**src/rtl/epoch_counter.sv**
```systemverilog
// epoch_counter: 1 ms code-epoch cycle/bit counter with TIC snapshot and deferred software load.
// Optional frame_pulse output is compiled in when EPOCH_FRAME_PULSE_EN is defined.
module epoch_counter #(
    parameter int unsigned CYC_MAX = 20,
    parameter int unsigned BIT_MAX = 50,
    parameter int unsigned CYC_W   = 5,
    parameter int unsigned BIT_W   = 6
) (
    input  logic                     clk,
    input  logic                     rstn,
    input  logic                     tic_enable,
    input  logic                     dump_enable,
    input  logic                     epoch_load_en,
    input  logic [CYC_W+BIT_W-1:0]   epoch_load,
    output logic [CYC_W+BIT_W-1:0]   epoch,
    output logic [CYC_W+BIT_W-1:0]   epoch_check,
    output logic                     load_pending
`ifdef EPOCH_FRAME_PULSE_EN
    ,
    output logic                     frame_pulse
`endif
);

    localparam int unsigned      EW       = CYC_W + BIT_W;
    localparam logic [CYC_W-1:0] CYC_LAST = CYC_W'(CYC_MAX - 1);
    localparam logic [BIT_W-1:0] BIT_LAST = BIT_W'(BIT_MAX - 1);

    typedef enum logic {
        LOAD_IDLE,
        LOAD_PENDING
    } load_state_t;

    load_state_t      state_q, state_d;
    logic [CYC_W-1:0] cyc_q, cyc_d;
    logic [BIT_W-1:0] bit_q, bit_d;
    logic [CYC_W-1:0] pend_cyc_q, pend_cyc_d;
    logic [BIT_W-1:0] pend_bit_q, pend_bit_d;
    logic [EW-1:0]    epoch_q, epoch_d;
    logic [CYC_W-1:0] ld_cyc;
    logic [BIT_W-1:0] ld_bit;
`ifdef EPOCH_FRAME_PULSE_EN
    logic             frame_q, frame_d;
`endif

    // Out-of-range fields are zeroed independently when the load is captured.
    always_comb begin
        ld_cyc = epoch_load[CYC_W-1:0];
        ld_bit = epoch_load[EW-1:CYC_W];
        if (ld_cyc > CYC_LAST) ld_cyc = '0;
        if (ld_bit > BIT_LAST) ld_bit = '0;
    end

    always_ff @(posedge clk or negedge rstn) begin
        if (!rstn) begin
            state_q    <= LOAD_IDLE;
            cyc_q      <= '0;
            bit_q      <= '0;
            pend_cyc_q <= '0;
            pend_bit_q <= '0;
            epoch_q    <= '0;
`ifdef EPOCH_FRAME_PULSE_EN
            frame_q    <= 1'b0;
`endif
        end else begin
            state_q    <= state_d;
            cyc_q      <= cyc_d;
            bit_q      <= bit_d;
            pend_cyc_q <= pend_cyc_d;
            pend_bit_q <= pend_bit_d;
            epoch_q    <= epoch_d;
`ifdef EPOCH_FRAME_PULSE_EN
            frame_q    <= frame_d;
`endif
        end
    end

    always_comb begin
        state_d    = state_q;
        cyc_d      = cyc_q;
        bit_d      = bit_q;
        pend_cyc_d = pend_cyc_q;
        pend_bit_d = pend_bit_q;
`ifdef EPOCH_FRAME_PULSE_EN
        frame_d    = 1'b0;
`endif

        // TIC snapshots the pre-update count regardless of dump/load activity.
        epoch_d = tic_enable ? {bit_q, cyc_q} : epoch_q;

        if (dump_enable) begin
            state_d = LOAD_IDLE;
            if (epoch_load_en) begin
                cyc_d = ld_cyc;
                bit_d = ld_bit;
            end else if (state_q == LOAD_PENDING) begin
                cyc_d = pend_cyc_q;
                bit_d = pend_bit_q;
            end else if (cyc_q == CYC_LAST) begin
                cyc_d = '0;
                if (bit_q == BIT_LAST) begin
                    bit_d = '0;
`ifdef EPOCH_FRAME_PULSE_EN
                    frame_d = 1'b1;
`endif
                end else begin
                    bit_d = bit_q + 1'b1;
                end
            end else begin
                cyc_d = cyc_q + 1'b1;
            end
        end else if (epoch_load_en) begin
            state_d    = LOAD_PENDING;
            pend_cyc_d = ld_cyc;
            pend_bit_d = ld_bit;
        end
    end

    assign epoch        = epoch_q;
    assign epoch_check  = {bit_q, cyc_q};
    assign load_pending = (state_q == LOAD_PENDING);
`ifdef EPOCH_FRAME_PULSE_EN
    assign frame_pulse  = frame_q;
`endif

endmodule
```
**config.mk**
```make
export PLATFORM = sky130hd
export DESIGN_NAME = epoch_counter
export DESIGN_NICKNAME = d
export VERILOG_FILES = /design/src/rtl/epoch_counter.sv
export SDC_FILE = /design/constraint.sdc
export NUM_CORES = 1
export LEC_CHECK = 0
export CORE_ASPECT_RATIO = 1.2
export CORE_MARGIN = 10
export CORE_UTILIZATION = 35
export DETAILED_ROUTE_END_ITERATION = 10
export PLACE_DENSITY_LB_ADDON = 0.2
export SYNTH_ARGS = -nofsm -noshare
export SYNTH_HDL_FRONTEND = slang
export SYNTH_SLANG_ARGS = --single-unit
export TNS_END_PERCENT = 100
```
**constraint.sdc**
```tcl
create_clock -name clk -period 1.8 [get_ports clk]
set_input_delay 0.27 -clock clk [delete_from_list [all_inputs] [get_ports clk]]
set_output_delay 0.27 -clock clk [all_outputs]
set_load 0.1 [all_outputs]
```
Yosys cells after proc, flatten, opt, wreduce, memory -nomap -nowiden --
Cells that the tools add are included.
Word-level totals: output and inout port bits 23, register bits after elaboration 34, input bits 16, word-level logic and storage cells 28
Cells by class: bitwise logic cells 1, add/sub/neg operators 2, reductions and logical operators 4, order comparisons 2, eq/ne operators 2, mux-type cells 11
Operator list (number):
- 6-bit two-way mux | 5
- 5-bit two-way mux | 4
- 6-bit by 1-bit adder with 6-bit output, second input constant | 1
- 6-bit == test, second input constant | 1
- 6-bit > comparator, second input constant | 1
- 5-bit by 1-bit adder with 5-bit output, second input constant | 1
- 5-bit == test, second input constant | 1
- 5-bit > comparator, second input constant | 1
- 2-bit AND reduction | 2
- 3-bit nonzero test | 1
- 1-bit two-way mux | 2
- 2-bit nonzero test | 1
- 1-bit NOT | 1

Logic depth before layout (Yosys ltp) --
depth in word-level cells 5, gate-level depth with buffers 5, gate-level depth less buffers 5

Least setup slack after synthesis --
OpenSTA, ideal clock, no wires.
kind register to register, start register cyc_q[0], end register bit_q[0], period minus slack after synthesis 2.175 ns, setup time 0.120 ns, buffers on the path 0, stages on the path, launching flop included 6, setup slack -0.375 ns, data arrival time 2.054 ns, required time 1.680 ns, cells stage by stage dfrtp_1 -> ha_1 -> and4bb_4 -> o31ai_4 -> and2_1 -> a31o_2
Between the ends: longest elaborated chain between the ends 3
RTL lines:
- from (decl) | RTL line 34 | logic [CYC_W-1:0] cyc_q, cyc_d;
- from (signal assigned) | RTL line 66 | cyc_q <= cyc_d;
- 5-bit == test | RTL line 98 | end else if (cyc_q == CYC_LAST) begin
- 3-bit nonzero test (no line)
- 2-bit AND reduction (no line)
- to (signal assigned) | RTL line 67 | bit_q <= bit_d;
- to (decl) | RTL line 35 | logic [BIT_W-1:0] bit_q, bit_d;
Every way passes these cells. A chain may end at the register's enable or synchronous reset.

Worst setup path after layout --
start register cyc_q[0], end register bit_q[4]
The elaborated chain is that of the path after synthesis.

==> summary.txt <==
Place
  • Setup WS pre-CTS: about 0.086 ns
  • Placer Congestion: 0.771
  • Port bufs: 38
  • HPWL after DPL: 3.08 mm
  • Placed Cells: 274

Timing
  • Fin crit period: 1.69 ns
  • Max Transition Viols Final: 0
  • PnR worst setup slack: 0.109 ns
  • Final period utilization: 0.939
  • Relative slew slack: 0.695
  • RSZ-0062 raised after global routing: false
  • Fmax: ~600 MHz
  • Setup TNS: 0 ns
  • Final Setup Violations: 0
  • Slew at the pin with the worst max-slew slack: about 0.46 ns
  • Final hold vios: 0
  • Worst Skew: 0.00815 ns

Global route
  • First-pass GRT wire length: 6.96 mm
  • Met2 Track Usage GR: 0.152
  • GR peak layer: met2
  • GR Util All Layers: 0.101
  • GR Util met3: 0.0419
  • GR Overflow Total: 0
  • Largest net degree at the start of global routing: 35
  • Met1 Use GR: 0.122
  • Vias in the first global route: 1412
  • Initial antenna violation count: 0

Synthesis
  • Yosys warns: 0
  • Predominant post-synthesis flop cell: dfrtp_1
  • Synthesized area: about 0.0018 mm2
  • Net count after synthesis: a little under 200
  • Async set-or-reset flop fraction in the synthesized netlist: 1.00
  • Post-synth EDFFs: 0
  • Library cells used by synthesis: 40
  • Post-Synthesis Cells: approximately 180
  • Flip-flop and latch count after synthesis: 34
  • Seq/Total Area, Yosys: 0.484
  • Syn Area/Cell: 9.88 um2

Floorplan
  • Core Rows: 28
  • Die area: 0.00827 mm2
  • Die Span Y: 97.6 um
  • I/O pins: 39
  • Initial Utilization: 0.358
  • Core area: 0.00490 mm2
  • Die W: 84.7 um

Worst setup path
  • CP Cell Sequence: ha_2 > and4bb_4 > o31ai_4 > a21oi_1 > a22o_1
  • CP Data Arrival Time: 1.86 ns
  • CP Class: register to register
  • Crit. End Element: register
  • CP max FO: 7
  • CP startpoint kind: register
  • WP data required: 1.97 ns
  • FF-to-FF setup slack: 0.11 ns
  • Slowest stage cell on the critical path: dfrtp_4
  • CP max stage delay: 0.49 ns

Clock network
  • Total CTS buffers: 5
  • CTS root buffer: clkbuf_8
  • CTS clk-pin slew, worst paths: 0.07 ns
  • Hold buffer count at CTS: 0
  • Clock sink count: 34
  • Clock Latency Late Sink: 0.29 ns
  • CTS tree: done
  • Clk buf depth: 2
  • H-tree Lvls: 2

Cells and area
  • Finished Layout Cells: 284
  • Layout cells sized above 1: 0.295
  • Most frequent cells in the layout: 24 x dfrtp_1, 23 x o21ai_0, 23 x nand2_1
  • Nets: 242
  • Most common cell after layout, fill and taps aside: dfrtp_1
  • Area grow syn2layout: 40.2%
  • ANT cells: 0

Detailed routing
  • TritonRoute pass-1 iters: 4
  • Via Count: 1404
  • Starting DRC count in detailed routing: 60
  • Residual DRC: 0
  • Total Wirelength: 4.05 mm
  • Vias per cell: 4.94
  • Wirelength per Cell: around 14 um
  • Post-DRT Antenna Nets: 0

Min path
  • HP Class: input pin to asynchronous set/reset pin

Power
  • Static Leak: approximately 1.0 nW
  • Sw power: 1.39 mW
  • Maximum vdd drop: 0.366 mV
  • Combinational share of power: 0.480
  • Clk pwr share: 0.175
  • Internal: around 1.7 mW
  • Seq pwr share: 0.345
  • Pwr dens: 1240 mW/mm2
  • Switching share of power: 0.455

Run status
  • Status: completed

Flow run
  • Max cap viols: 0
layer usage:
metal | vias to the layer above | routed length [um]
met5 | - | 0
met4 | 0 | 70
met3 | 4 | 256
met2 | 30 | 1820
met1 | 653 | 1910
li1 | 717 | -
registers in the layout (all words and copies together) (netlist names):
name          flops
bit_q             6
cyc_q             5
epoch            11
load_pending      1
pend_bit_q        6
pend_cyc_q        5
cells by family after synthesis:
kind of cell	after synthesis	synth area share
flops	34	0.484
compound gates	51	0.185
fa+ha+maj	3	0.0214
simple gates	55	0.156
buf+inv	16	0.0377
xor+xnor	3	0.0149
mux	16	0.101
power groups by stage:
stage               logic (mW)  clock network [mW]  registers, mW
finish                    1.47               0.535           1.06
global route              1.54               0.583           1.08
CTS                       1.47               0.555           1.06
detailed placement        1.46                   0           1.08
global placement          1.46                   0           1.07
floorplan                0.288                   0           1.75
layout make-up:
class                           count  area [um2]
Fill cell                         465        2440
Multi-Input combinational cell    128         843
Clock buffer                        8        80.1
Timing Repair Buffer               46         571
Inverter                            8        30.0
Tap cell                           60        75.1
Sequential cell                    34         866
critical path, delay by kind of cell (launching register included):
| family | cells | cell delay [ns] |
|---|---|---|
| AO/OA/AOI/OAI | 3 | 0.64 |
| flip-flops | 1 | 0.49 |
| adder cells (fa/ha/maj) | 1 | 0.21 |
| AND/OR/NAND/NOR | 1 | 0.23 |
worst paths after layout:
kind / from / cells past startpoint / end
min in group clk: pend_cyc_q[2]$_DFFE_PN0P_ / 2 / pend_cyc_q[2]$_DFFE_PN0P_
hold reg to reg: pend_cyc_q[2]$_DFFE_PN0P_ / 2 / pend_cyc_q[2]$_DFFE_PN0P_
setup / recovery: cyc_q[0]$_DFFE_PN0P_ / 5 / bit_q[4]$_DFFE_PN0P_
max in group asynchronous: rstn / 2 / cyc_q[4]$_DFFE_PN0P_
hold / removal: rstn / 2 / pend_bit_q[1]$_DFFE_PN0P_
setup reg to reg: cyc_q[0]$_DFFE_PN0P_ / 5 / bit_q[4]$_DFFE_PN0P_
synth_stat cells, drive strengths merged, types with 3 or more instances:
library cell | number | area (um2)
nand3 | 5 | 25.0
o21ai | 23 | 115
nand2b | 8 | 50.1
mux2 | 14 | 158
nor2 | 7 | 26.3
ha | 3 | 37.5
dfrtp | 34 | 851
clkbuf | 4 | 16.3
inv | 8 | 30.0
nand2 | 23 | 86.3
a21oi | 12 | 60.1
buf | 4 | 20.0
what timing repair did:
item                       CTS  global route
gates resized for setup      0             1
setup endpoints to repair    0             2
setup buffers                0             2
metrics by stage:
step	hold slack, ns	power [mW]	utilization	cell area, um2
after global placement	0.462	2.54	0.483	2370
final	0.391	3.06	0.503	2460
after detailed placement	0.472	2.54	0.483	2370
after floorplan	-0.0256	2.04	-	1770
after CTS	0.401	3.09	0.499	2450
after global routing	0.435	3.21	0.503	2460
Power figures use the tool's default switching activity.
